File: config.mk
export PLATFORM = sky130hd
export DESIGN_NAME = multicycle_ctrl
export DESIGN_NICKNAME = d
export VERILOG_FILES = /design/src/rtl/multicycle_ctrl.sv
export SDC_FILE = /design/constraint.sdc
export NUM_CORES = 1
export LEC_CHECK = 0
export ABC_AREA = 1
export CAP_MARGIN = 25
export CORE_UTILIZATION = 40
export DETAILED_ROUTE_END_ITERATION = 10
export PLACE_DENSITY = 0.61
export SLEW_MARGIN = 0
export SYNTH_ARGS = -nofsm -noshare
export SYNTH_HDL_FRONTEND = slang
export SYNTH_SLANG_ARGS = --single-unit
File: constraint.sdc
create_clock -name clk -period 2.21 [get_ports clk]
set_input_delay 0.442 -clock clk [delete_from_list [all_inputs] [get_ports clk]]
set_output_delay 0.442 -clock clk [all_outputs]
set_load 0.02 [all_outputs]
File: src/rtl/multicycle_ctrl.sv
// Control FSM for a multicycle RISC-V-style datapath sharing one memory for
// instructions and data. Bounds every memory wait and latches a sticky error.
module multicycle_ctrl #(
  parameter int TIMEOUT = 15
) (
  input  logic        clk,
  input  logic        rst,
  input  logic [6:0]  opcode,
  input  logic        zero,
  input  logic        mem_ready,
  output logic        mem_req,
  output logic        mem_we,
  output logic        iord,
  output logic        ir_write,
  output logic        pc_write,
  output logic        pc_src,
  output logic        alusrc,
  output logic [1:0]  aluop,
  output logic        regwrite,
  output logic        memtoreg,
  output logic        retire,
  output logic        error,
  output logic [31:0] instr_count,
  output logic [2:0]  state
);

  typedef enum logic [2:0] {
    S_FETCH  = 3'd0,
    S_DECODE = 3'd1,
    S_EXEC   = 3'd2,
    S_MEM    = 3'd3,
    S_WB     = 3'd4,
    S_ERROR  = 3'd7
  } state_t;

  localparam logic [6:0] OP_R    = 7'b0110011;
  localparam logic [6:0] OP_ADDI = 7'b0010011;
  localparam logic [6:0] OP_LW   = 7'b0000011;
  localparam logic [6:0] OP_SW   = 7'b0100011;
  localparam logic [6:0] OP_BEQ  = 7'b1100011;
  localparam logic [6:0] OP_NOP  = 7'b0000000;

  localparam int CW = $clog2(TIMEOUT + 1);

  state_t          state_q, state_d;
  logic [6:0]      op_q;
  logic [CW-1:0]   wait_q;
  logic            run_q;
  logic            error_q;
  logic [31:0]     count_q;
  logic            timeout;

  // run_q holds every output low until the first edge after reset releases,
  // so an aborted access drops mem_req/mem_we the moment rst falls.
  always_comb begin
    // NOTE: every output and next-state gets a default first so no path
    // through the case statement can leave a latch behind.
    state_d  = state_q;
    mem_req  = 1'b0;
    mem_we   = 1'b0;
    iord     = 1'b0;
    ir_write = 1'b0;
    pc_write = 1'b0;
    pc_src   = 1'b0;
    alusrc   = 1'b0;
    aluop    = 2'd0;
    regwrite = 1'b0;
    memtoreg = 1'b0;
    retire   = 1'b0;
    timeout  = (wait_q == CW'(TIMEOUT - 1));

    if (run_q) begin
      case (state_q)
        S_FETCH: begin
          mem_req = 1'b1;
          if (mem_ready) begin
            ir_write = 1'b1;
            pc_write = 1'b1;
            state_d  = S_DECODE;
          end else if (timeout) begin
            state_d = S_ERROR;
          end
        end
        S_DECODE: begin
          case (opcode)
            OP_R, OP_ADDI, OP_LW, OP_SW, OP_BEQ: state_d = S_EXEC;
            OP_NOP: begin
              retire  = 1'b1;
              state_d = S_FETCH;
            end
            default: state_d = S_ERROR;
          endcase
        end
        S_EXEC: begin
          case (op_q)
            OP_R: begin
              aluop   = 2'd2;
              state_d = S_WB;
            end
            OP_ADDI: begin
              alusrc  = 1'b1;
              state_d = S_WB;
            end
            OP_LW, OP_SW: begin
              alusrc  = 1'b1;
              state_d = S_MEM;
            end
            OP_BEQ: begin
              aluop    = 2'd1;
              pc_src   = 1'b1;
              pc_write = zero;
              retire   = 1'b1;
              state_d  = S_FETCH;
            end
            default: state_d = S_ERROR;
          endcase
        end
        S_MEM: begin
          mem_req = 1'b1;
          iord    = 1'b1;
          alusrc  = 1'b1;
          mem_we  = (op_q == OP_SW);
          if (mem_ready) begin
            if (op_q == OP_SW) begin
              retire  = 1'b1;
              state_d = S_FETCH;
            end else begin
              state_d = S_WB;
            end
          end else if (timeout) begin
            state_d = S_ERROR;
          end
        end
        S_WB: begin
          regwrite = 1'b1;
          memtoreg = (op_q == OP_LW);
          retire   = 1'b1;
          state_d  = S_FETCH;
        end
        default: state_d = S_ERROR;
      endcase
    end
  end

  always_ff @(posedge clk or negedge rst) begin
    if (!rst) begin
      state_q <= S_FETCH;
      op_q    <= '0;
      wait_q  <= '0;
      run_q   <= 1'b0;
      error_q <= 1'b0;
      count_q <= '0;
    end else begin
      // NOTE: non-blocking assignments so every register samples the
      // pre-edge values, independent of statement order.
      run_q   <= 1'b1;
      state_q <= state_d;
      if (state_q == S_DECODE) op_q <= opcode;
      // Any state change clears the wait count, covering entry to FETCH and MEM.
      if (state_d != state_q)          wait_q <= '0;
      else if (mem_req && !mem_ready)  wait_q <= wait_q + CW'(1);
      if (state_d == S_ERROR) error_q <= 1'b1;
      if (retire)             count_q <= count_q + 32'd1;
    end
  end

  assign error       = error_q;
  assign instr_count = count_q;
  assign state       = state_q;

endmodule

### Yosys cells after proc, flatten, opt, wreduce, memory -nomap -nowiden

Index checks and enable logic that the tools add are counted.

| word-level totals | value |
|---|---|
| bits in registers | 48 |
| latch bits | 0 |
| memory bits (writable) | 0 |
| bits in read-only memories | 0 |
| output and inout port bits | 48 |
| logic and storage cells | 75 |
| memories kept | 0 |

| cells by class | value |
|---|---|
| add/sub/neg operators | 2 |
| $mul | 0 |
| div/mod/pow operators | 0 |
| $lt $le $gt $ge | 0 |
| equal/unequal tests | 17 |
| shift-type cells | 0 |
| mux-type cells | 40 |
| bitwise operators | 0 |
| reductions and logical operators | 10 |

Operators with widths:

| kind | number |
|---|---|
| $add A32 B1 Y32 const B | 1 |
| $eq A7 B6 Y1 const B | 4 |
| $mux W1 | 24 |
| $mux W3 | 5 |
| $pmux W3 S5 | 1 |
| $eq A7 B2 Y1 const B | 2 |
| $eq A7 B5 Y1 const B | 2 |
| $eq A7 B7 Y1 const B | 2 |
| $pmux W3 S3 | 1 |
| $mux W4 | 2 |
| $logic_not A7 Y1 | 1 |
| $eq A3 B2 Y1 const B | 2 |
| $eq A3 B3 Y1 const B | 2 |
| $pmux W3 S2 | 1 |
| $reduce_or A2 Y1 | 3 |
| $reduce_or A5 Y1 | 1 |
| $add A4 B1 Y4 const B | 1 |
| $eq A4 B4 Y1 const B | 1 |
| $mux W2 | 2 |
| $pmux W1 S2 | 2 |
| $pmux W1 S4 | 1 |
| $pmux W2 S2 | 1 |
| $eq A3 B1 Y1 const B | 1 |
| $logic_not A3 Y1 | 1 |
| 5 further kinds | 5 |

### Logic depth before layout (Yosys ltp)

Gate-level depths: netlist of run 1.

| logic depth | value |
|---|---|
| word-level depth | 7 |
| gate-level depth with buffers | 13 |
| gate-level depth less buffers | 13 |

### Least setup slack after synthesis of run 1

No wires, ideal clock.

| path | value |
|---|---|
| path kind | register to output |
| from | register state_q[2] (netlist: state[2]) |
| to | output retire |
| arrival | 1.443 ns |
| data required time | 1.768 ns |
| slack | 0.325 ns |
| cell stages (with the launch flop) | 9 |
| path buffers | 1 |
| cells stage by stage | dfrtp_1 inv_2 nand2_1 nor2_2 nand2_1 nand3_2 nand2_4 inv_2 buf_4 |

| between the ends | value |
|---|---|
| word-level cells in the longest chain between the ends | 3 |
| elaborated cells between the ends (all ways) | 6 |
| classes of those cells | 4 x eq/ne; 2 x mux |

RTL lines:

| element | line | text |
|---|---|---|
| start: declaration | 45 | `state_t state_q, state_d;` |
| start signal: assignment | 157 | `state_q <= state_d;` |
| $eq A3 B3 Y1, or another cell as far along | 73 | `case (state_q)` |
| $pmux W1 S4 * | 73 |  |
| $mux W1 * | 72 | `if (run_q) begin` |
| end: declaration | 21 | `output logic retire,` |

Every way passes the cells marked *; elsewhere a longest branch is shown, timed or not.

### Worst setup path after layout of run 1

| path | value |
|---|---|
| from | register op_q[3] |
| to | output alusrc |

| between the ends | value |
|---|---|
| word-level cells in the longest chain between the ends | 5 |
| elaborated cells between the ends (all ways) | 7 |
| classes of those cells | 3 x eq/ne; 3 x mux; 1 x reduce/logical |

RTL lines:

| element | line | text |
|---|---|---|
| start: declaration | 46 | `logic [6:0] op_q;` |
| start signal: assignment | 158 | `if (state_q == S_DECODE) op_q <= opcode;` |
| $eq A7 B6 Y1, or another cell as far along | 95 | `case (op_q)` |
| $reduce_or A3 Y1 (no line) * | n/a |  |
| $mux W1 * | 95 |  |
| $pmux W1 S2 * | 73 |  |
| $mux W1 * | 72 |  |
| end: declaration | 17 | `output logic alusrc,` |

Marks and branches as above.

==> results of run 1 <==
==> final timing paths <==
| path | start | endpoint | slack, ns | cells past startpoint |
|---|---|---|---|---|
| max reg2reg | state[2] | wait_q[0] | 0.31 | 9 |
| min reg2reg | error | error | 0.47 | 2 |
| min | rst | op_q[1] | 0.12 | 1 |
| min in group clk | error | error | 0.47 | 2 |
| max | op_q[3] | alusrc | 0.04 | 6 |
| max in group asynchronous | rst | state[1] | 1.55 | 2 |
==> cells in the mapped netlist, drive strengths merged <==
cell type and n:
xnor2 10, buf 5, nand3 31, a21oi 4
a311oi 1, o21a 2, o211ai 1, dfrtp 48
nand2 125, nor3 29, ha 3, clkbuf 1
a22oi 1, o21ai 16, nor4 2, conb 1
nor2 52, xor2 24, nand4 11, nor3b 1
inv 46
==> metal layers <==
metal | GRT usage (%) | vias up | wire, µm
met1 | 25.7 | 1339 | 3390
met5 | 0 | - | 0
met3 | 3.36 | 18 | 422
met2 | 35.7 | 82 | 3560
met4 | 9.24 | 0 | 238
li1 | - | 1483 | -
==> power by group through the flow <==
stage | logic [mW] | clock network (mW) | registers [mW]
floorplan | 0.325 | 0 | 1.26
global placement | 0.743 | 0 | 1.19
detailed placement | 0.751 | 0 | 1.19
CTS | 0.754 | 0.690 | 1.17
global route | 0.834 | 0.720 | 1.19
finish | 0.751 | 0.668 | 1.17
==> area by class of cell <==
cell class | instances | area (µm²) | area share, %
clock inverter | 2 | 38.8 | 0.985
sequential | 48 | 1200 | 30.5
inverter | 46 | 173 | 4.39
tap | 99 | 124 | 3.15
clock buffer | 6 | 82.6 | 2.10
timing repair buffer | 80 | 721 | 18.3
multi-input combinational | 314 | 1600 | 40.5
==> per-stage QoR <==
stage | util [%] | power [mW] | hold WS (ns) | area [µm²] | setup TNS, ns
6_report | 54.3 | 2.59 | 0.124 | 3940 | 0
5_1_grt | 54.3 | 2.74 | 0.181 | 3940 | -0.0759
4_1_cts | 54.3 | 2.61 | 0.137 | 3940 | 0
3_5_place_dp | 52.8 | 1.94 | 0.450 | 3830 | -0.816
3_3_place_gp | 52.8 | 1.93 | 0.451 | 3830 | -0.505
2_1_floorplan | - | 1.59 | 0.146 | 3010 | 0
==> logic make-up (layout without fill, tap and decap cells) <==
logic type	count (synthesis)	in the layout	share of synthesized area, %
AO/OA/AOI/OAI	25	25	4.87
XOR/XNOR	34	34	9.91
flip-flops	48	48	40.0
other	1	1	0.125
AND/OR/NAND/NOR	251	251	36.5
adder cells (fa/ha/maj)	3	3	1.25
buffers and inverters	52	134	7.41
==> what timing repair did <==
item,in CTS,in global routing
cloned,0,0
pin swaps,0,2
buffers inserted,0,0
resized for setup,22,22
setup endpoints to repair,12,8
==> critical path, cell delays in order (launching register included) <==
cell	delay, ns
dfrtp_1	0.38
nor2_1	0.13
nand2_1	0.12
nor2_1	0.20
nor2_1	0.09
a311oi_1	0.28
buf_2	0.22
==> flip-flops by register name (all words and copies together) (netlist names) <==
register,count
wait_q,4
op_q,7
run_q,1
instr_count,32
error,1
state,3
==> cells in the final DEF (no fill, tap or decap), drive strengths merged <==
master	instances
xor2	24
dlygate4sd2	4
nor3	29
a21oi	4
bufinv	1
conb	1
ha	3
inv	46
buf	25
nand3	31
clkinv	1
xnor2	10
a311oi	1
nand4	11
o21a	2
o211ai	1
dfrtp	48
nor2	52
clkbuf	12
clkdlybuf4s50	41
nand2	125
a22oi	1
nor3b	1
dlymetal6s2s	4
nor4	2
o21ai	16
==> summary.md, run 1 <==
| Metric | Value |
|---|---|
| RePlAce Congestion | between 0.8 and 0.9 |
| Final worst slack | 0.0445 ns |
| Die Wd | 88.7 µm |
| Drt total wl | 7610 µm |
| Fraction of synthesized cell area taken by the top area cell type | 40.0% |
| Number of synthesized register bits | between 40 and 50 |
| Worst-path clk slew | around 0.09 ns |
| Sequential-to-total area share from yosys stat | 40.0% |
| Number of buffers inserted by hold repair at cts | 0 |
| Starting density of the core | about two fifths |
| Power per Cell Area | 658 mW/mm² |
| Relative contribution of sequential cells to total power | 45.2% |
| Die height | around 89 µm |
| DRC violation total after the first TritonRoute iteration | roughly 100 |
| Switching Share | 33.8% |
| Final count of hold timing violations | 0 |
| Pre-CTS setup slack | -0.385 ns |
| Global router's overall resource usage | 20.8% |
| Netlist Area Pre-Place | 0.00301 mm² |
| Sum of overflow across all layers after global routing | 0 |
| Transition at the pin with the smallest max-transition slack | ~0.57 ns |
| Type of element launching the critical path | register |
| WL/cell | 12.8 µm |
| Via-to-Cell Ratio | 4.91 |
| Number of buffer cells added on primary ports | 58 |
| Setup Skew | 0.00391 ns |
| DR DRC count | 0 |
| Number of top-level pins | 59 |
| Count of placed standard cells in the final layout, fillers left out | 595 |
| Power spent charging and discharging nets | 0.875 mW |
| DIE AREA | 0.00786 mm² |
| Count of TritonRoute iterations in the first routing pass | 4 |
| Via count of the routed design | slightly below 3000 |
| Final net count | ~510 |
| Design internal power | 1.72 mW |
| Maximum level of the CTS H-tree | 2 |
| Run status | finished, final reports clean |
| Type of the tightest min-delay check | in -> async |
| Final setup violation count | 0 |
| Final-report max-slew violation count | 0 |
| Number of diodes added for antenna fixing | 0 |
| Sort of element at the end of the critical path | output pin |
| Initial antenna violation count | 0 |
| Biggest area consumer among synthesized cells | dfrtp_1 |
| Cells taking the most area after synthesis | dfrtp_1 (40%), nand2_1 (15%), xor2_1 (7.0%) |
| HPWL after detailed placement | between 5000 and 6000 µm |
| Clock latency of the later-clocked register in the worst-skew pair | 0.30 ns |
| Post-Place Cells | 587 |
| Signal arrival time at the worst endpoint | between 1.5 and 2 ns |
| Maximum buffer depth of the clock tree | 2 |
| Leak Pwr | 1.86 nW |
| Number of sinks on the clock net | 48 |
| Fmax | around 460 MHz |
| Part of the cycle the worst path needs | 98.0% |
| Clock period minus worst slack | roughly 2.2 ns |
| Ratio of cells with drive above 1 in the final layout | 12.5% |
| Clk pwr share | between 20% and 30% |
| Fill cell count | 739 |
| Category of the most critical setup path | reg -> out |
| RSZ-0062 raised after global routing | true |
| Mean instance size in the synthesized netlist | 7.26 µm² |
| Worst IR Drop VDD | about 0.43 mV |
| Worst Path Max Fanout | 4 |
| Maximum capacitance violations | 0 |
| Largest net degree at the start of global routing | 26 |
| Count of warnings emitted by yosys | 0 |
| Rows | 31 |
| Req. time, crit path | 1.77 ns |
| Root buf cell | clkbuf_8 |
| Synthesized netlist cell count | 414 |
| Post-route antenna net violation count | 0 |
| Wire length of the first global-routing pass | 12500 µm |
| Syn nets | 428 |
| Worst slew slack as a fraction of its limit | between 60% and 70% |
| Growth of design area from synthesis to finish | 31.0% |
| Total clock buffers created by CTS | 5 |
| Number of distinct library cells after synthesis | 30 |
| Core box area | just over 0.007 mm² |
| Number of global-route vias before repair | ~2800 |
| Combinational cell fraction of total power | between 20% and 30% |
| TritonCTS clock tree | done |
No activity file was read; power rests on OpenSTA's default activity.
==> run 2: changes to the inputs <==
--- a/config.mk
+++ b/config.mk
@@ -7,6 +7,7 @@
 export LEC_CHECK = 0
 export ABC_AREA = 1
 export CAP_MARGIN = 25
+export CORE_MARGIN = 2
 export CORE_UTILIZATION = 40
 export DETAILED_ROUTE_END_ITERATION = 10
 export PLACE_DENSITY = 0.61
==> constraint.sdc (replaced) <==
create_clock -name clk -period 2.21 [get_ports clk]
set_input_delay 0.442 -clock clk [delete_from_list [all_inputs] [get_ports clk]]
set_output_delay 0.442 -clock clk [all_outputs]
set_load 0.05 [all_outputs]
==> run 2 against run 1 <==
  * Non-clock buffer count shrank 5
  * Wire length is 0.54% higher
  * Fmax up 2.4%
  * First-iteration DRC count down 26%
  * Flip-flop and latch count unchanged
  * Design area grew 4.4%
==> summary.md, run 2 (same netlist as run 1, synthesis figures left out) <==
| Metric | Value |
|---|---|
| Run status | finished, final reports clean |
| Core box area | 0.00725 mm² (unchanged) |
| Initial antenna violation count | 0 (unchanged) |
| Worst slew slack as a fraction of its limit | 64.4% (+2.4 points) |
| Growth of design area from synthesis to finish | 36.7% |
| Number of flip-flops in the largest register | 32 (unchanged) |
| Rows | 31 (unchanged) |
| Via count of the routed design | 2903 (-0.65%) |
| Fmax | 473 MHz (+2.4%) |
| Total clock buffers created by CTS | 5 (unchanged) |
| Global router's overall resource usage | 19.1% (-1.6 points) |
| Die height | 90.7 µm (+2.3%) |
| Post-Place Cells | 579 (-1.4%) |
| Number of buffers inserted by hold repair at cts | 0 (unchanged) |
| Number of buffer cells added on primary ports | 58 (unchanged) |
| Req. time, crit path | 1.77 ns (about the same) |
| DRC violation total after the first TritonRoute iteration | 75 (-26%) |
| DR DRC count | 0 (unchanged) |
| CP Buf/Inv Count | 1 (unchanged) |
| Type of the tightest min-delay check | in -> async |
| Cells along the critical path | nor2_2 > nand3_1 > nor2_2 > nand2_1 > a311oi_2 > buf_12 |
| CP delay by family, top | simple AND/OR/NAND/NOR gates |
| WL/cell | 13.0 µm (+1.4%) |
| Drt total wl | 7650 µm (+0.54%) |
| Part of the cycle the worst path needs | 95.7% (-2.3 points) |
| Final-report max-slew violation count | 0 (unchanged) |
| Maximum capacitance violations | 0 (unchanged) |
| Sort of element at the end of the critical path | output pin |
| Commonest cells after routing, fill and taps aside | nand2_1 (123), dfrtp_1 (45), inv_1 (41), clkdlybuf4s50_1 (41), nor2_1 (40) |
| Worst-path clk slew | 0.09 ns (about the same) |
| DIE AREA | 0.00822 mm² (+4.6%) |
| Post-placement cell area | 0.00391 mm² (+1.9%) |
| Worst IR Drop VDD | 0.473 mV (+9.3%) |
| Signal arrival time at the worst endpoint | 1.67 ns (-0.05 ns) |
| R2r startpoint | state[0] |
| Power per Cell Area | 683 mW/mm² (+3.7%) |
| Wire length of the first global-routing pass | 13000 µm (+4.1%) |
| Die Wd | 90.7 µm (+2.3%) |
| Count of placed standard cells in the final layout, fillers left out | 590 (-0.84%) |
| Number of global-route vias before repair | 2887 (+4.2%) |
| Via-to-Cell Ratio | 4.92 (+0.19%) |
| Reg2reg setup slack | 0.37 ns (+0.06 ns) |
| Post-route antenna net violation count | 0 (unchanged) |
| Clock period minus worst slack | 2.12 ns (-0.0500 ns) |
| Transition at the pin with the smallest max-transition slack | 0.533 ns (-0.0380 ns) |
| Final count of hold timing violations | 0 (unchanged) |
| Most frequent standard cell in the layout excluding fill and tap cells | nand2_1 |
| RSZ-0062 raised after global routing | true |
| Sum of overflow across all layers after global routing | 0 (unchanged) |
| Critical-path cell with the highest stage delay | dfrtp_1 |
| Number of diodes added for antenna fixing | 0 (unchanged) |
| Final setup violation count | 0 (unchanged) |
| TritonCTS clock tree | done |
| Largest net degree at the start of global routing | 26 (unchanged) |
| Count of TritonRoute iterations in the first routing pass | 4 (unchanged) |
| Leak Pwr | 1.88 nW (+0.94%) |
| HPWL after detailed placement | 6030 µm (+1.2%) |
| Ratio of cells with drive above 1 in the final layout | 14.9% (+2.4 points) |
| Maximum level of the CTS H-tree | 2 (unchanged) |
| Number of top-level pins | 59 (unchanged) |
| CP most frequent cell | nor2_2 |
| Final hold slack | 0.107 ns (-0.0167 ns) |
| Final net count | 504 (-0.98%) |
| Category of the most critical setup path | reg -> out |
| Critical path origin | op_q[3] |
| Worst Path Max Fanout | 2 (-2) |
| Clock latency of the later-clocked register in the worst-skew pair | 0.30 ns (about the same) |
| RePlAce Congestion | 0.904 (+2.2%) |
| Final instance area | 0.00411 mm² (+4.4%) |
| Type of element launching the critical path | register |
| Number of sinks on the clock net | 48 (unchanged) |
| Max stage delay on crit path | 0.40 ns (+0.02 ns) |
| Setup Skew | 0.00819 ns (+0.00428 ns) |
| Starting density of the core | 41.4% (unchanged) |
| Maximum buffer depth of the clock tree | 2 (unchanged) |
| Root buf cell | clkbuf_8 |
==> run 2: cell types whose count changed in the layout (fill, tap and decap cells not counted), moves of 2 or more <==
cell           before  now
buf_12              1   12
nor2_4              0    2
dlygate4sd2_1       4    0
nor2_2              7   10
dfrtp_1            47   45
buf_4              22   17
nor3_2              3    5
nor2_1             45   40
dfrtp_2             1    3
clkbuf_2            6    0
nor3_1             26   23
==> run 2: stage by stage <==
step	setup WS [ns]	total power, mW	util (%)	TNS [ns]
4_1_cts	0.0134	2.78	55.6	0
3_5_place_dp	-0.000966	2.10	53.8	-0.000966
5_1_grt	-0.0210	2.97	56.6	-0.0285
2_1_floorplan	-0.0695	1.76	-	-0.157
6_report	0.0945	2.81	56.6	0
3_3_place_gp	0.00908	2.08	53.8	0
==> run 2: what timing repair did <==
| action | 4_1_cts | 5_1_grt |
|---|---|---|
| pin swaps | 0 | 2 |
| gates resized for setup | 1 | 20 |
| setup endpoints to repair | 1 | 8 |
| buffers inserted | 0 | 3 |
==> run 2: worst register-to-register path: cells and delay by family, from the launching register on <==
| family | cells | cell delay [ns] |
|---|---|---|
| buffers and inverters | 3 | 0.43 |
| AND/OR/NAND/NOR | 6 | 0.84 |
| flip-flops | 1 | 0.49 |
==> run 2: final timing paths <==
| kind | end | cells after the start |
|---|---|---|
| max | alusrc | 6 |
| min | op_q[1] | 1 |
| max reg2reg | wait_q[1] | 9 |
| min reg2reg | error | 2 |
| max in group asynchronous | instr_count[21] | 2 |
| min in group clk | op_q[1] | 3 |
==> run 2: layout make-up <==
cell class,count,area [µm²]
Clock inverter,2,38.8
Timing Repair Buffer,75,833
Fill cell,695,3150
Clock buffer,6,82.6
Inverter,46,175
Sequential cell,48,1200
Multi-Input combinational cell,314,1650
Tap cell,99,124
==> run 2: routing by layer <==
metal / GRT usage, % / share of wire, % / vias up
met5: 0 / 0 / -
met4: 7.18 / 2.8 / 0
met3: 4.09 / 4.7 / 16
met2: 32.6 / 48 / 80
met1: 23.8 / 45 / 1335
li1: - / - / 1472
==> run 2: where the power goes <==
group | internal, mW | leakage [nW] | switching (mW)
Combinational | 0.328 | 1.22 | 0.614
Clock | 0.370 | 0.0614 | 0.293
Sequential | 1.02 | 0.597 | 0.177
Total | 1.72 | 1.88 | 1.08
==> run 3: changes to the inputs <==
--- a/config.mk
+++ b/config.mk
@@ -10,7 +10,8 @@
 export CORE_MARGIN = 2
 export CORE_UTILIZATION = 40
 export DETAILED_ROUTE_END_ITERATION = 10
-export PLACE_DENSITY = 0.61
+export PLACE_DENSITY = 0.64
+export REMOVE_ABC_BUFFERS = 1
 export SLEW_MARGIN = 0
 export SYNTH_ARGS = -nofsm -noshare
 export SYNTH_HDL_FRONTEND = slang
==> constraint.sdc (replaced) <==
create_clock -name clk -period 1.88 [get_ports clk]
set_input_delay 0.376 -clock clk [delete_from_list [all_inputs] [get_ports clk]]
set_output_delay 0.376 -clock clk [all_outputs]
set_load 0.05 [all_outputs]
==> run 3 against run 2 <==
  * The run now ends with negative setup slack left
  * Sequential power is 18% higher
  * First-iteration DRC count is 100% higher
  * Design area is 4.8% higher
  * Die area stayed put
  * Flip-flop and latch count stayed put
  * Total power is 19% higher
==> summary.md, run 3 (same netlist as run 1, synthesis figures left out) <==
| Metric | Value |
|---|---|
| Run status | complete, but fails checks |
| Largest net degree at the start of global routing | 30 (+15%) |
| Number of global-route vias before repair | 3020 (+4.6%) |
| Final net count | 525 (+4.2%) |
| Design internal power | 1.98 mW (+15%) |
| Number of buffers inserted by hold repair at cts | 0 (unchanged) |
| Via-to-Cell Ratio | 5.09 (+3.3%) |
| Clk pwr share | 22.4% (-1.2 points) |
| Wire length of the first global-routing pass | 13800 µm (+6.1%) |
| Final hold slack | 0.0182 ns (-0.0888 ns) |
| Rows | 31 (unchanged) |
| Final count of hold timing violations | 0 (unchanged) |
| Worst IR Drop VDD | 0.572 mV (+21%) |
| Ratio of cells with drive above 1 in the final layout | 30.1% (+15 points) |
| Via count of the routed design | 3107 (+7.0%) |
| Category of the most critical setup path | reg -> out |
| Starting density of the core | 41.4% (unchanged) |
| Count of cells along the worst register-to-register path | 10 (+1) |
| Violated checks | negative setup slack |
| Utilization after layout | 59.4% (+2.7 points) |
| Maximum buffer depth of the clock tree | 2 (unchanged) |
| Power per Cell Area | 773 mW/mm² (+13%) |
| Count of TritonRoute iterations in the first routing pass | 4 (unchanged) |
| HPWL after detailed placement | 6040 µm (+0.29%) |
| Die Wd | 90.7 µm (unchanged) |
| Drt total wl | 8390 µm (+9.7%) |
| Setup Skew | 0.00433 ns (-0.00386 ns) |
| Fill cell count | 684 (-1.6%) |
| Sort of element at the end of the critical path | output pin |
| DRC violation total after the first TritonRoute iteration | 150 (+100%) |
| Worst Path Max Fanout | 2 (unchanged) |
| RePlAce Congestion | 0.873 (-3.4%) |
| Worst-path clk slew | 0.09 ns (about the same) |
| Leak Pwr | 2.01 nW (+7.0%) |
| Switching Share | 40.4% (+1.8 points) |
| Maximum capacitance violations | 0 (unchanged) |
| Part of the cycle the worst path needs | 111% |
| Number of top-level pins | 59 (unchanged) |
| Final setup violation count | 11 (+11) |
| Final worst slack | -0.202 ns (-0.296 ns) |
| Reg area | 0.00120 mm² (unchanged) |
| Relative contribution of sequential cells to total power | 42.7% (about the same) |
| Commonest cells after routing, fill and taps aside | nand2_1 (117), buf_4 (69), dfrtp_1 (45) |
| TritonCTS clock tree | done |
| Global router's overall resource usage | 20.4% (+1.2 points) |
| Growth of design area from synthesis to finish | 43.3% |
| Multi-input gate area in the final layout | 0.00176 mm² (+6.8%) |
| Clock latency of the later-clocked register in the worst-skew pair | 0.30 ns (about the same) |
| Fmax | 480 MHz |
| Req. time, crit path | 1.50 ns (-0.27 ns) |
| Die height | 90.7 µm (unchanged) |
| Number of diodes added for antenna fixing | 0 (unchanged) |
| Type of the tightest min-delay check | in -> async |
| Number of buffer cells added on primary ports | 58 (unchanged) |
| Signal arrival time at the worst endpoint | 1.71 ns (+0.04 ns) |
| RSZ-0062 raised after global routing | true |
| Number of sinks on the clock net | 48 (unchanged) |
| Clock period minus worst slack | 2.08 ns |
| Total clock buffers created by CTS | 5 (unchanged) |
| Core box area | 0.00725 mm² (unchanged) |
| DIE AREA | 0.00822 mm² (unchanged) |
| Most frequent standard cell in the layout excluding fill and tap cells | nand2_1 |
| Combinational cell fraction of total power | 34.9% (+1.3 points) |
| Root buf cell | clkbuf_8 |
| DR DRC count | 0 (unchanged) |
| Number of flip-flops in the largest register | 32 (unchanged) |
| WL/cell | 13.7 µm (+5.9%) |
| Post-route antenna net violation count | 0 (unchanged) |
| Sum of overflow across all layers after global routing | 0 (unchanged) |
| Type of element launching the critical path | register |
| Initial antenna violation count | 0 (unchanged) |
| Maximum level of the CTS H-tree | 2 (unchanged) |
| Pre-CTS setup slack | -0.204 ns (-0.204 ns) |
| Power spent charging and discharging nets | 1.35 mW (+24%) |
| Final-report max-slew violation count | 0 (unchanged) |
[run 3: per-stage QoR]
step / TNS (ns) / total power [mW] / std cells / instance area (µm²)
2_1_floorplan: -14.96 / 2.06 / 408 / 2960
3_3_place_gp: -4.46 / 2.41 / 585 / 3850
3_5_place_dp: -4.92 / 2.43 / 585 / 3850
4_1_cts: -0.602 / 3.26 / 602 / 4100
5_1_grt: -2.62 / 3.51 / 611 / 4310
6_report: -0.814 / 3.33 / 611 / 4310
[run 3: final timing paths]
check                           from              end  slack, ns
hold reg to reg                error            error       0.47
setup reg to reg            state[1]        wait_q[1]       0.01
hold / removal                   rst  instr_count[28]       0.02
setup / recovery             op_q[3]           alusrc      -0.20
max in group asynchronous        rst         state[2]       1.33
min in group clk           opcode[3]          op_q[3]       0.43
[run 3: area by class of cell]
type / instances / area share [%]
well taps: 99 / 2.88
repair buffers: 96 / 21.3
multi-input cells: 314 / 40.9
clock buffers: 5 / 1.60
clock inverters: 3 / 0.988
inverters: 46 / 4.33
flip-flops and latches: 48 / 28.0
[run 3: worst max-delay path, stage by stage (launching register included)]
cell	delay, ns
dfrtp_1	0.42
nor2_4	0.15
nand3_2	0.10
nor2_2	0.12
nand2_1	0.07
a311oi_1	0.26
buf_4	0.16
buf_12	0.12
[run 3: layer usage]
| metal | wire length [µm] | global-route usage (%) | vias up |
|---|---|---|---|
| li1 | - | - | 1514 |
| met1 | 3520 | 25.4 | 1471 |
| met2 | 4210 | 35.1 | 108 |
| met3 | 479 | 3.34 | 14 |
| met4 | 176 | 8.08 | 0 |
| met5 | 0 | 0 | - |
[run 3: power groups by stage]
stage | clock, mW | combinational [mW] | sequential (mW)
finish | 0.748 | 1.16 | 1.42
global route | 0.806 | 1.26 | 1.45
CTS | 0.768 | 1.09 | 1.40
detailed placement | 0 | 1.01 | 1.42
global placement | 0 | 1.00 | 1.41
floorplan | 0 | 0.386 | 1.68
[run 3: what timing repair did]
| action | in CTS | in global routing |
|---|---|---|
| gates resized for setup | 33 | 34 |
| setup buffers | 9 | 10 |
| pin swaps | 9 | 13 |
| endpoints found under the setup margin | 11 | 28 |
==> RTL change 1, RTL diff (settings of run 1) <==
The parameter `TIMEOUT` goes from 15 to 16.
--- a/src/rtl/multicycle_ctrl.sv
+++ b/src/rtl/multicycle_ctrl.sv
@@ -3,3 +3,3 @@
 module multicycle_ctrl #(
-  parameter int TIMEOUT = 15
+  parameter int TIMEOUT = 16
 ) (
Check against the original RTL: same outputs for any inputs over 10 cycles, from zero or initial values and one cycle with rst low; that may be too few to reach the edited logic, so the function may still have changed.
==> RTL change 1 against run 1 <==
- synthesized cell count rose by 2.2%
- final area rose by 1.1%
- worst setup slack gained 0.028 ns
- via count increased by 0.55%
- non-clock buffer count rose by 6
- critical endpoint is now aluop[1]
- final cell count increased by 2.4%
- sequential cell count increased by 1
- highest routed layer unchanged
- area after synthesis rose by 2.2%
- register-to-register slack got worse by 0.02 ns
- largest cell class unchanged
- power fell by 12%
- wire length increased by 1.3%
- utilization barely moved
==> RTL change 1: results (changes against run 1) <==
largest net degree at the start of global routing: 50 (+92%)
Net Sw Frac: 33.4% (-0.38 points)
routing usage on met1: 29.6% (+3.9 points)
post-synthesis xor/xnor area fraction: 8.84% (-1.1 points)
Post-Place Cells: 600 (+2.2%)
fin nets: 523 (+2.8%)
vias: 2938 (+0.55%)
outcome: finished, final reports clean
compound-gate portion of the synthesized area: 5.90% (+1.0 points)
met2 usage: 32.3% (-3.4 points)
number of fillers in the final layout: 755 (+2.2%)
Cells after Synth: 423 (+2.2%)
Detailed Route Iter0 Violations: 127 (+26%)
Met2 Wirelength: 3.44 mm (-3.2%)
Leak: 1.91 nW (+2.5%)
multi-input logic area: 0.00162 mm² (+1.3%)
total nets after synthesis: 437 (+2.1%)
final WL: 7.71 mm (+1.3%)
met3 WL: 341 µm (-19%)
post-DP HPWL: 5.96 mm (about the same)
worst-path fanout max: 6 (+2)
Post-DP Area: 0.00391 mm² (+2.0%)
fraction of layout cells with a size suffix above 1: 13.1% (+0.64 points)
relative slew slack: 58.2% (-3.7 points)
most common library cells after synthesis: nand2_1, nor2_1, dfrtp_1
GR Util met3: 3.02% (-0.34 points)
register area share after synthesis: 39.9% (-0.064 points)
adder-cell area share of the yosys netlist: 1.22% (-0.027 points)
Place WS: -0.404 ns (-0.0185 ns)
Clock Skews: 0.00834 ns (+0.00443 ns)
vias in the first global route: 2674 (-3.5%)
Yosys cell types: 32 (+6.7%)
==> RTL change 1: logic make-up (layout without fill, tap and decap cells) <==
group | count (synthesis) | count (layout)
other | 1 | 1
multiplexers | 1 | 1
buffers and inverters | 53 | 140
AND/OR/NAND/NOR | 255 | 255
AO/OA/AOI/OAI | 30 | 30
adder cells (fa/ha/maj) | 3 | 3
flip-flops | 49 | 49
XOR/XNOR | 31 | 31
==> RTL change 1: final cells by class <==
| class | count | area share [%] |
|---|---|---|
| Inverter | 46 | 4.40 |
| Tap cell | 99 | 3.11 |
| Clock buffer | 8 | 2.01 |
| Sequential cell | 49 | 30.8 |
| Multi-Input combinational cell | 321 | 40.6 |
| Timing Repair Buffer | 86 | 19.1 |
==> RTL change 1: critical path: stages (launching register included) <==
cell and delay (ns):
dfrtp_1 0.48, nor3_2 0.18, buf_4 0.16, nand3_1 0.06, nor3_1 0.18, clkdlybuf4s15_1 0.34
==> RTL change 1: power by group through the flow <==
stage,clock [mW],sequential [mW],combinational [mW]
after floorplan,0,1.24,0.245
after global placement,0,1.19,0.578
after detailed placement,0,1.19,0.584
after CTS,0.535,1.18,0.589
after global routing,0.561,1.20,0.669
final,0.509,1.18,0.587
==> RTL change 1: worst paths after layout <==
check / cells after the start / startpoint / slack, ns / end
max reg2reg: 10 / instr_count[1] / 0.29 / instr_count[26]
min in group clk: 3 / opcode[3] / 0.45 / op_q[3]
min: 2 / rst / 0.23 / instr_count[28]
min reg2reg: 2 / error / 0.47 / error
max: 5 / state[2] / 0.07 / aluop[1]
max in group asynchronous: 2 / rst / 1.54 / state[0]
==> RTL change 1: timing repair <==
item | CTS | global route
pin swaps | 0 | 7
setup endpoints to repair | 12 | 9
resized for setup | 24 | 22
hold buffers | 0 | 0
buffers inserted | 0 | 1
hold endpoints to repair | 0 | 0
cloned | 0 | 0
==> RTL change 2, RTL diff (settings of run 1) <==
Made on the original files. Put one more register stage on the output `error`, cleared by the reset. The value now appears one clock later. The other outputs are not delayed to match.
--- a/src/rtl/multicycle_ctrl.sv
+++ b/src/rtl/multicycle_ctrl.sv
@@ -166,3 +166,9 @@
 
-  assign error       = error_q;
+  always_ff @(posedge clk or negedge rst) begin
+    if (!rst) begin
+      error <= '0;
+    end else begin
+      error <= error_q;
+    end
+  end
   assign instr_count = count_q;
Behaviour: not the same (Yosys sat finds a counterexample within 4 cycles, from zero or initial values and one cycle with rst low).
==> RTL change 2 against run 1 <==
- critical path depth grew 3
- worst setup slack gained 0.043 ns
- final cell count grew 3.2%
- sequential cell count grew 1
- power grew 7.5%
- non-clock buffer count grew 1
- combinational power grew 7.6%
- area after synthesis grew 2.1%
- synthesized cell count grew 4.6%
- wire length grew 2.0%
- die area grew 2.0%
- register-to-register slack gained 0.02 ns
- final area grew 2.6%
- global-route usage is essentially flat
- critical path type is now in2out
==> RTL change 2: results (changes against run 1) <==
GRT Total Usage: 20.8% (about the same)
fraction of layout cells with a size suffix above 1: 11.7% (-0.85 points)
fin nets: 528 (+3.7%)
largest cells by area after synthesis: dfrtp_1, nand2_1, xor2_1
drt pass-1 iters: 4 (unchanged)
largest net degree at the start of global routing: 29 (+12%)
worst-skew pair later-pin latency: 0.30 ns (about the same)
compound-gate portion of the synthesized area: 4.81% (-0.059 points)
Worst EP arrival: 1.68 ns (-0.04 ns)
worst slew pin tran: 0.527 ns (-0.0436 ns)
Yosys cell types: 31 (+3.3%)
Max stage delay on crit path: 0.50 ns (+0.12 ns)
adder-cell area share of the yosys netlist: 1.22% (-0.025 points)
Leak: 2.00 nW (+7.2%)
vias in the first global route: 2841 (+2.6%)
number of fillers in the final layout: 720 (-2.6%)
max reg flops: 32 (unchanged)
# clock sinks: 49 (+2.1%)
multiplexer share of the synthesized area: 0% (unchanged)
clock-pin slew on the worst setup and hold paths: 0.09 ns (about the same)
Clock Skews: 0.0111 ns (+0.00716 ns)
post-DP HPWL: 6.00 mm (+0.75%)
most common library cells after synthesis: nand2_1, nor2_1, inv_1
number of nets still failing antenna checks after routing: 0 (unchanged)
Top delay family on crit path: buffers and inverters
global-route wire length before repair: 12.8 mm (+2.2%)
WL per Instance: 12.6 µm (-1.1%)
Cells after Synth: 433 (+4.6%)
outcome: finished, final reports clean
Worst Hold Class: in2async
worst-path fanout max: 2 (-2)
Detailed Route Iter0 Violations: 136 (+35%)
total nets after synthesis: 447 (+4.4%)
post-synthesis xor/xnor area fraction: 8.85% (-1.1 points)
worst ir drop on vdd: 289 µV (-33%)
Post-Place Cells: 606 (+3.2%)
Via density: 4.86 (-1.0%)
register area share after synthesis: 40.0% (about the same)
final WL: 7.76 mm (+2.0%)
CTS Buffer Depth: 2 (unchanged)
slowest cell on the critical path: clkdlybuf4s50_1
count of input and output buffers: 58 (unchanged)
routability congestion estimate: 0.883 (-0.20%)
## RTL change 2: changes by cell type after synthesis, sizes merged, moves of 2 or more
cell,run 1,this run
nor3,29,22
xnor2,10,8
inv,46,53
nand3,31,36
nand2,125,138
## RTL change 2: path summary, 6_finish.rpt
| check | depth (start not counted) | end | startpoint | slack [ns] |
|---|---|---|---|---|
| setup / recovery | 9 | retire | opcode[5] | 0.09 |
| hold / removal | 1 | instr_count[17] | rst | 0.11 |
| setup reg to reg | 11 | instr_count[17] | op_q[3] | 0.33 |
| hold reg to reg | 0 | error | error_q | 0.39 |
| max in group asynchronous | 2 | state[1] | rst | 1.56 |
| min in group clk | 0 | error | error_q | 0.39 |
## RTL change 2: cell type report
type | count | area (µm²) | area share, %
multi-input cells | 324 | 1620 | 40.1
flip-flops and latches | 49 | 1230 | 30.4
repair buffers | 81 | 736 | 18.2
inverters | 53 | 199 | 4.93
well taps | 99 | 124 | 3.07
clock buffers | 5 | 68.8 | 1.70
clock inverters | 3 | 65.1 | 1.61
## RTL change 2: metrics by stage
step	area, µm²	setup WS (ns)	total power [mW]	util (%)
finish	4040	0.0878	2.78	55.1
global route	4040	0.00486	2.96	55.1
CTS	4030	0.00834	2.81	55.0
detailed placement	3910	-0.366	2.05	53.4
global placement	3910	-0.378	2.03	53.4
floorplan	3070	0.250	1.65	-
## RTL change 2: what timing repair did
item                       in CTS  in global routing
hold buffers                    0                  0
cloned                          0                  0
resized for setup              22                 21
hold endpoints to repair        0                  0
setup endpoints to repair      11                  9
pin swaps                       0                  2
buffers inserted                0                  0
## RTL change 2: routing by layer
layer	part of all wire [%]	vias to the layer above	wire (µm)	global-route usage [%]
met5	0	-	0	0
met4	2.7	0	211	8.08
met3	4.9	16	378	3.84
met2	48	78	3720	36.2
met1	45	1357	3460	25.4
li1	-	1534	-	-
## RTL change 2: where the power goes
group          internal (mW)  leakage (nW)  total [mW]  switching [mW]
clock                  0.450        0.0681       0.753           0.304
sequential              1.05         0.602        1.22           0.173
combinational          0.340          1.33       0.808           0.468
## RTL change 2: cells by family (layout without fill, tap and decap cells)
kind of cell             after synthesis  after routing
AND/OR/NAND/NOR                      263            263
adder cells (fa/ha/maj)                3              3
AO/OA/AOI/OAI                         26             26
flip-flops                            49             49
other                                  1              1
XOR/XNOR                              31             31
buffers and inverters                 60            142
